**src/rtl/trigger_surround_cache.sv**
```systemverilog
// Trigger-surround capture cache: stores ADC samples in a circular buffer, captures
// a window around the first sample above THRESHOLD and shifts it out MSB first.
module trigger_surround_cache #(
    parameter logic [7:0]  THRESHOLD = 8'hD5,
    parameter int unsigned DEPTH     = 32,
    parameter int unsigned PRE       = 16
) (
    input  logic        clk_i,
    input  logic        reset_i,
    input  logic        start_i,
    input  logic [7:0]  adc_data_i,
    input  logic        req_i,
    output logic        trd_o,
    output logic        cd_o,
    output logic [31:0] trigtm_o,
    output logic        sd_o
);

    localparam int unsigned AW     = $clog2(DEPTH);
    localparam int unsigned BW     = AW + 3;
    localparam int unsigned POST_N = DEPTH - PRE - 1;
    localparam int unsigned PW     = $clog2(POST_N + 1);

    localparam logic [AW-1:0] PRE_OFS   = AW'(PRE);
    localparam logic [PW-1:0] POST_LAST = PW'(POST_N - 1);
    localparam logic [BW-1:0] BIT_LAST  = BW'(DEPTH * 8 - 1);

    typedef enum logic [1:0] {
        S_IDLE  = 2'd0,
        S_ARMED = 2'd1,
        S_POST  = 2'd2,
        S_SEND  = 2'd3
    } state_t;

    state_t          state_q;
    logic [31:0]     timer_q;
    logic [31:0]     trigtm_q;
    logic [AW-1:0]   wptr_q;
    logic [AW-1:0]   start_idx_q;
    logic [PW-1:0]   post_cnt_q;
    logic [BW-1:0]   bit_cnt_q;
    logic            trd_q;
    logic            cd_q;
    logic            sd_q;
    logic [7:0]      mem_q [DEPTH];

    logic            wr_en_s;
    logic            hit_s;
    logic [BW-1:0]   nxt_bit_s;
    logic [AW-1:0]   rd_addr_s;
    logic [7:0]      rd_byte_s;
    logic            sd_next_s;

    // Write strobe, trigger compare and the serial bit to present on the next edge.
    always_comb begin
        wr_en_s   = 1'b0;
        nxt_bit_s = '0;
        hit_s     = (adc_data_i > THRESHOLD);
        if ((state_q == S_ARMED) || (state_q == S_POST)) begin
            wr_en_s = req_i;
        end else begin
            wr_en_s = 1'b0;
        end
        // Entering SEND presents bit 0; inside SEND the following bit.
        if (state_q == S_SEND) begin
            nxt_bit_s = bit_cnt_q + BW'(1);
        end else begin
            nxt_bit_s = '0;
        end
        rd_addr_s = start_idx_q + nxt_bit_s[BW-1:3];
        rd_byte_s = mem_q[rd_addr_s];
        sd_next_s = rd_byte_s[~nxt_bit_s[2:0]];
    end

    // Free-running event timer.
    always_ff @(posedge clk_i) begin
        if (reset_i) begin
            timer_q <= 32'd0;
        end else begin
            timer_q <= timer_q + 32'd1;
        end
    end

    // Sample buffer; contents survive re-arming so stale history can be sent.
    always_ff @(posedge clk_i) begin
        if (reset_i) begin
            for (int i = 0; i < int'(DEPTH); i++) begin
                mem_q[i] <= 8'h00;
            end
        end else if (wr_en_s) begin
            mem_q[wptr_q] <= adc_data_i;
        end
    end

    // Capture/transmit controller with registered outputs.
    always_ff @(posedge clk_i) begin
        if (reset_i) begin
            state_q     <= S_IDLE;
            trigtm_q    <= 32'd0;
            wptr_q      <= '0;
            start_idx_q <= '0;
            post_cnt_q  <= '0;
            bit_cnt_q   <= '0;
            trd_q       <= 1'b0;
            cd_q        <= 1'b0;
            sd_q        <= 1'b0;
        end else begin
            cd_q <= 1'b0;
            case (state_q)
                S_IDLE: begin
                    sd_q <= 1'b0;
                    if (start_i) begin
                        state_q    <= S_ARMED;
                        trd_q      <= 1'b0;
                        wptr_q     <= '0;
                        post_cnt_q <= '0;
                    end
                end
                S_ARMED: begin
                    sd_q <= 1'b0;
                    if (req_i) begin
                        wptr_q <= wptr_q + AW'(1);
                        if (hit_s) begin
                            // Oldest transmitted byte sits PRE entries behind the trigger.
                            start_idx_q <= wptr_q - PRE_OFS;
                            trigtm_q    <= timer_q;
                            trd_q       <= 1'b1;
                            post_cnt_q  <= '0;
                            state_q     <= S_POST;
                        end
                    end
                end
                S_POST: begin
                    sd_q <= 1'b0;
                    if (req_i) begin
                        wptr_q <= wptr_q + AW'(1);
                        if (post_cnt_q == POST_LAST) begin
                            bit_cnt_q <= '0;
                            sd_q      <= sd_next_s;
                            state_q   <= S_SEND;
                        end else begin
                            post_cnt_q <= post_cnt_q + PW'(1);
                        end
                    end
                end
                S_SEND: begin
                    if (bit_cnt_q == BIT_LAST) begin
                        sd_q    <= 1'b0;
                        cd_q    <= 1'b1;
                        state_q <= S_IDLE;
                    end else begin
                        bit_cnt_q <= nxt_bit_s;
                        sd_q      <= sd_next_s;
                    end
                end
                default: begin
                    sd_q    <= 1'b0;
                    state_q <= S_IDLE;
                end
            endcase
        end
    end

    assign trd_o    = trd_q;
    assign cd_o     = cd_q;
    assign trigtm_o = trigtm_q;
    assign sd_o     = sd_q;

endmodule

```
**config.mk**
```make
export PLATFORM = sky130hd
export DESIGN_NAME = trigger_surround_cache
export DESIGN_NICKNAME = d
export VERILOG_FILES = /design/src/rtl/trigger_surround_cache.sv
export SDC_FILE = /design/constraint.sdc
export NUM_CORES = 1
export LEC_CHECK = 0
export ABC_AREA = 1
export CAP_MARGIN = 10
export CORE_MARGIN = 5
export CORE_UTILIZATION = 65
export CTS_CLUSTER_SIZE = 24
export DETAILED_ROUTE_END_ITERATION = 8
export GPL_TIMING_DRIVEN = 0
export PLACE_DENSITY_LB_ADDON = 0.15
export SYNTH_ARGS = -nofsm -noshare
export SYNTH_HDL_FRONTEND = slang
export SYNTH_SLANG_ARGS = --single-unit
export TNS_END_PERCENT = 1
```
**constraint.sdc**
```tcl
create_clock -name clk_i -period 5.38 [get_ports clk_i]
set_clock_uncertainty 0.05 [all_clocks]
set_input_delay 0.538 -clock clk_i [delete_from_list [all_inputs] [get_ports clk_i]]
set_output_delay 0.538 -clock clk_i [all_outputs]
set_load 0.05 [all_outputs]
```
Word-level counts from Yosys, hierarchy flattened. Memory sizes are Yosys's and may differ from the RTL's. Index checks and enable logic that the tools add are counted.

Add/sub/neg operators: 6. $lt $le $gt $ge: 2. Eq/ne operators: 14. Mux-type cells: 41. Bitwise gates (word level): 2. Reduce and logical (&&, ||, !) cells: 16.

Operator list (number): 8-bit two-way mux (5); 32-bit by 1-bit adder with 32-bit output (second input constant) (1); 4-bit two-way mux (5); 8-bit case mux with 2 select lines (1); 1-bit two-way mux (15); 5-bit two-way mux (3); 2-bit two-way mux (6); 2-bit inequality test (second input constant) (6); 4-bit case mux with 3 select lines (1); 6-bit AND reduction (2); 5-bit case mux with 2 select lines (1); 8-bit by 1-bit adder with 8-bit output (second input constant) (1); 8-bit equality test (second input constant) (1); 8-bit greater-than comparator (second input constant) (1); 2-bit case mux with 4 select lines (1); 4-bit AND reduction (2); 8-bit OR reduction (1); 2-bit by 1-bit inequality test with 1-bit output (second input constant) (3); 3-bit AND reduction (2); 2-bit nonzero test (3); 2-bit OR reduction (3); 5-bit by 1-bit adder with 5-bit output (second input constant) (1); 5-bit adder (1); 5-bit subtractor (second input constant) (1); other kinds (13) (14).

Register bits after elaboration: 91. Memory bits (writable): 256. Bits of input ports: 12. Output and inout bits: 35. Word-level logic and storage cells: 92. Memories: 1.

Memories: mem_q (words 32, bits a word 8, read ports 1, clocked after memory_dff 0, write ports 32, RTL line 45) `logic [7:0] mem_q [DEPTH];`.

Depth between registers and ports, before layout. An unclocked memory read counts as a cell.

Word-level depth: 9. Mapped depth: 22. Gate-level depth less buffers: 22.

Least setup slack after synthesis. OpenSTA, ideal clock, no wires.

Kind: reg2reg. From: register state_q[0]. To: register sd_q (netlist: sd_o). Library setup time: 0.113 ns. Data arrival time: 2.703 ns. Data required time: 5.217 ns. Path slack: 2.514 ns. Cell stages (with the launch flop): 23. Buffers on the path: 2. Period minus slack after synthesis: 2.866 ns. Path through: dfxtp_1 > ha_1 > buf_2 > o21ai_0 > a21oi_1 > ha_1 > inv_1 > fa_1 > inv_2 > clkbuf_1 > nand3_1 > nand2_1 > nand2_1 > nand2_1 > nand2_1 > nand2_1 > nand2_1 > nand2_1 > nand2_1 > nand3_1 > nand3_1 > nand2_1 > nor2_1.

Word-level cells in the longest chain between the ends: 9. Elaborated cells on any way between the ends: 15. Classes of those cells: 1 x add/sub; 3 x eq/ne; 7 x mux; 1 x bitwise; 2 x reduce/logical; 1 x memory.

RTL lines: start, declared (RTL line 35) `state_t state_q;`; start signal, assigned (RTL line 98) `state_q <= S_IDLE;`; start signal, assigned (RTL line 113) `state_q <= S_ARMED;`; start signal, assigned (RTL line 129) `state_q <= S_POST;`; 2-bit equality test (RTL line 65, 109); 8-bit two-way mux (RTL line 65) `if (state_q == S_SEND) begin`; 5-bit adder (RTL line 70) `rd_addr_s = start_idx_q + nxt_bit_s[BW-1:3];`; memory 32 x 8 bit; 1-bit binary-select mux with 3-bit select (RTL line 72) `sd_next_s = rd_byte_s[~nxt_bit_s[2:0]];`; 1-bit two-way mux (implied by the code) (RTL line 72); 1-bit two-way mux (RTL line 137) `if (post_cnt_q == POST_LAST) begin`; 1-bit two-way mux (RTL line 135) `if (req_i) begin`; 1-bit case mux with 3 select lines * (RTL line 109) `case (state_q)`; end signal, assigned (RTL line 139) `sd_q <= sd_next_s;`; end signal, assigned (RTL line 153) `sd_q <= sd_next_s;`; end, declared (RTL line 44) `logic sd_q;`.

Mark *: on every way between the ends. The rest lies on a longest branch, timed or not. The select of a mux whose other input is x is not followed. A chain may end at the register's enable or synchronous reset.

Final worst setup path. Same ends and word-level chain as after synthesis.

==> impl_results.md <==
* Clock buffer count from CTS at 37
* Gr usage total at 35.6%
* Ys Warns at 0
* First-pass GRT wire length at 74700 um
* Reg area at 9510 um2
* R2R depth at 22
* Largest net degree at the start of global routing at 15
* Top cell type by total area after synthesis: edfxtp_1
* Die ar. at 27700 um2
* Avg Synthesized Cell Area at 8.87 um2
* Mapped Nets at 1822
* End point of the critical path: sd_o$_SDFF_PP0_
* Cell variety after synth at 40
* Flop2flop setup slack at 0.94 ns
* Crit path DAT at 4.80 ns
* Leading cell type by number of instances after synthesis: nand2_1
* Post-route ant nets at 0
* Reg-to-reg endpoint: sd_o$_SDFF_PP0_
* Worst Path Required at 5.74 ns
* DR vias at 13640
* Final hold vios at 0
* Iteration-0 DRC Markers at 2096
* HPWL after DPL at 33600 um
* CTS sink count at 347
* Synth area leaders: edfxtp_1 48%, dfxtp_1 11%, nand2_1 11%
* Post-synth ARST share at 0%
* Pwr per Cell Area at 370 nW/um2
* Setup Fix Bufs, Post-CTS at 0
* Fin crit period at 4.44 ns
* CTS tree: built
* Post-synth EDFFs at 256
* Worst slew margin at 7.11%
* Status: complete, no violations
* Initial core utilization at 65.8%
* WL final at 50300 um
* Unrepaired setup endpoints after global routing: false
* Max Cap Violations at 0
* Post-Synthesis Cell Area at 15900 um2
* Synth Flop Type: edfxtp_1
* Static Leakage at 7.20 nW
* # IOs at 47
* #FFs+latches synth at 347
* Total negative setup slack at 0 ns
* Core area at 24200 um2
* Standard-cell rows at 57
* CP endpoint kind: flop
* Hold WC Path Type: reg -> reg
* Clk root buf: clkbuf_16
* Hold_buf cts at 0
* I/O Buffers at 45
* Fin Hold WS at 0.428 ns
* Worst VDD drop at 0.336 mV
* Nets at 1907
* DRT Pass-1 Iters at 8
* Overflow after GRT at 0
* Top cells by count, synth: 483 x nand2_1, 347 x nor2_1, 256 x edfxtp_1
* Cells after synthesis at 1792
* Top cell type's share of synthesized area at 48.4%
* FILL cells at 1801
* Die Height at 166 um
* Layout cell share with drive strength beyond 1 at 6.62%
* Worst-margin pin slew at 1.39 ns
* Worst setup SP type: flop
* Final setup viols at 0
* Bufs on Longest Clock Path at 3
* Antenna violations before repair at 1
* Worst-Skew Late Latency at 0.53 ns
* R2R Path Start: state_q[0]$_SDFFE_PP0P_
* Final RePlAce weighted congestion at 1.02
* Avg WL per Cell at 22.6 um
* Crit Path Max Fanout at 10
* Cts repair resizes at 0
* DIE WIDTH at 166 um
* Crit Path Category: reg -> reg
* Vias in the first global route at 13025
* Footprint of the multi-input gates at 5650 um2
* Crit path from: state_q[0]$_SDFFE_PP0P_
* Final Max Tran Viols at 0
* Sequential-to-total area share from yosys stat at 59.8%
* Area Growth Syn to Fin at 12.7%
* Via density at 6.12
* ANT cells at 0
* Reg clk slew, reported paths at 0.06 ns
* Post-route DRC at 0
* H-Tree Depth at 2
* Fmax achieved at 225 MHz
* Period utilization at 82.5%
cell usage in the layout, fill, tap and decap left out, types with 3 or more instances in the layout:
cell | Yosys | final
clkbuf_16 | 0 | 38
o21a_1 | 3 | 3
a21oi_1 | 94 | 94
ha_1 | 17 | 17
nand3_2 | 3 | 3
o21ai_1 | 5 | 5
xor2_1 | 3 | 3
nor3_1 | 24 | 24
clkinvlp_4 | 0 | 3
nor2_4 | 3 | 3
nand3_1 | 160 | 160
nand4_1 | 5 | 5
dfxtp_1 | 91 | 91
nor3b_1 | 4 | 4
clkinv_2 | 0 | 6
nor2_1 | 347 | 347
inv_1 | 79 | 79
nand2_2 | 4 | 4
clkinv_1 | 1 | 9
a211oi_1 | 6 | 6
buf_4 | 4 | 4
nand2_1 | 483 | 483
edfxtp_1 | 256 | 256
nor2_2 | 4 | 4
xnor2_1 | 3 | 3
clkdlybuf4s50_1 | 0 | 45
o21ai_0 | 82 | 82
buf_2 | 41 | 41
clkbuf_1 | 50 | 54
worst min path at each step:
stage                               start               endpoint  cells after the start
CTS                 timer_q[0]$_SDFF_PP0_  timer_q[0]$_SDFF_PP0_                      1
global route        timer_q[0]$_SDFF_PP0_  timer_q[0]$_SDFF_PP0_                      1
finish              timer_q[0]$_SDFF_PP0_  timer_q[0]$_SDFF_PP0_                      1
detailed placement  timer_q[0]$_SDFF_PP0_  timer_q[0]$_SDFF_PP0_                      1
global placement    timer_q[0]$_SDFF_PP0_  timer_q[0]$_SDFF_PP0_                      1
floorplan           timer_q[0]$_SDFF_PP0_  timer_q[0]$_SDFF_PP0_                      1
critical path, cell delays in order (launching register included):
cell	delay [ns]
dfxtp_1	0.36
ha_1	0.18
buf_2	0.22
o21ai_0	0.12
a21oi_1	0.24
ha_1	0.23
inv_1	0.06
fa_1	0.49
inv_2	0.23
clkbuf_1	0.84
nand3_1	0.26
nand2_1	0.19
nand2_1	0.07
nand2_1	0.16
nand2_1	0.09
nand2_1	0.10
nand2_1	0.06
nand2_1	0.06
nand2_1	0.04
nand3_1	0.10
nand3_1	0.07
nand2_1	0.06
nor2_1	0.05
through the flow:
step | instances | power [mW] | utilization [%] | cell area, um2 | setup WS [ns]
floorplan | 1792 | 3.78 | - | 15900 | 2.51
global placement | 2161 | 4.13 | 69.3 | 16800 | 1.29
detailed placement | 2161 | 4.16 | 69.3 | 16800 | 1.13
CTS | 2226 | 6.56 | 74.1 | 17900 | 1.09
global route | 2227 | 6.82 | 74.1 | 17900 | 0.725
finish | 2227 | 6.62 | 74.1 | 17900 | 0.940
final cells by class:
class	instances	share of cell area (%)
plain buffers	96	2.38
clock buffers	44	5.54
repair buffers	46	2.58
clock inverters	21	0.894
inverters	82	1.72
flip-flops and latches	347	53.1
well taps	324	2.26
multi-input cells	1267	31.6
flip-flops by register name, indices dropped and copies added, names as in the netlist:
signal	count
start_idx_q	5
trigtm_o	32
post_cnt_q	4
cd_o	1
wptr_q	5
mem_q	256
bit_cnt_q	8
state_q	2
trd_o	1
sd_o	1
timer_q	32
cell families (layout without fill, tap and decap cells):
logic type	count (synthesis)	count (layout)	synth area share [%]
adder cells (fa/ha/maj)	18	18	1.46
XOR/XNOR	9	9	0.638
AND/OR/NAND/NOR	1049	1049	27.3
flip-flops	347	347	59.8
buffers and inverters	178	289	4.62
AO/OA/AOI/OAI	191	191	6.17
where the power goes:
part | total (mW) | internal (mW) | switching [mW]
clock network | 2.46 | 1.41 | 1.05
logic | 1.08 | 0.283 | 0.797
registers | 3.08 | 3.01 | 0.0731
total | 6.62 | 4.70 | 1.92
per-layer routing:
metal / vias up / global-route usage (%) / wire length, um
met3: 237 / 10.7 / 7090
li1: 6110 / - / -
met4: 2 / 21.1 / 3480
met1: 6276 / 44.9 / 17200
met5: - / 0 / 19
met2: 1015 / 54.6 / 22600
Note: power is estimated with default switching activity, not from simulation.
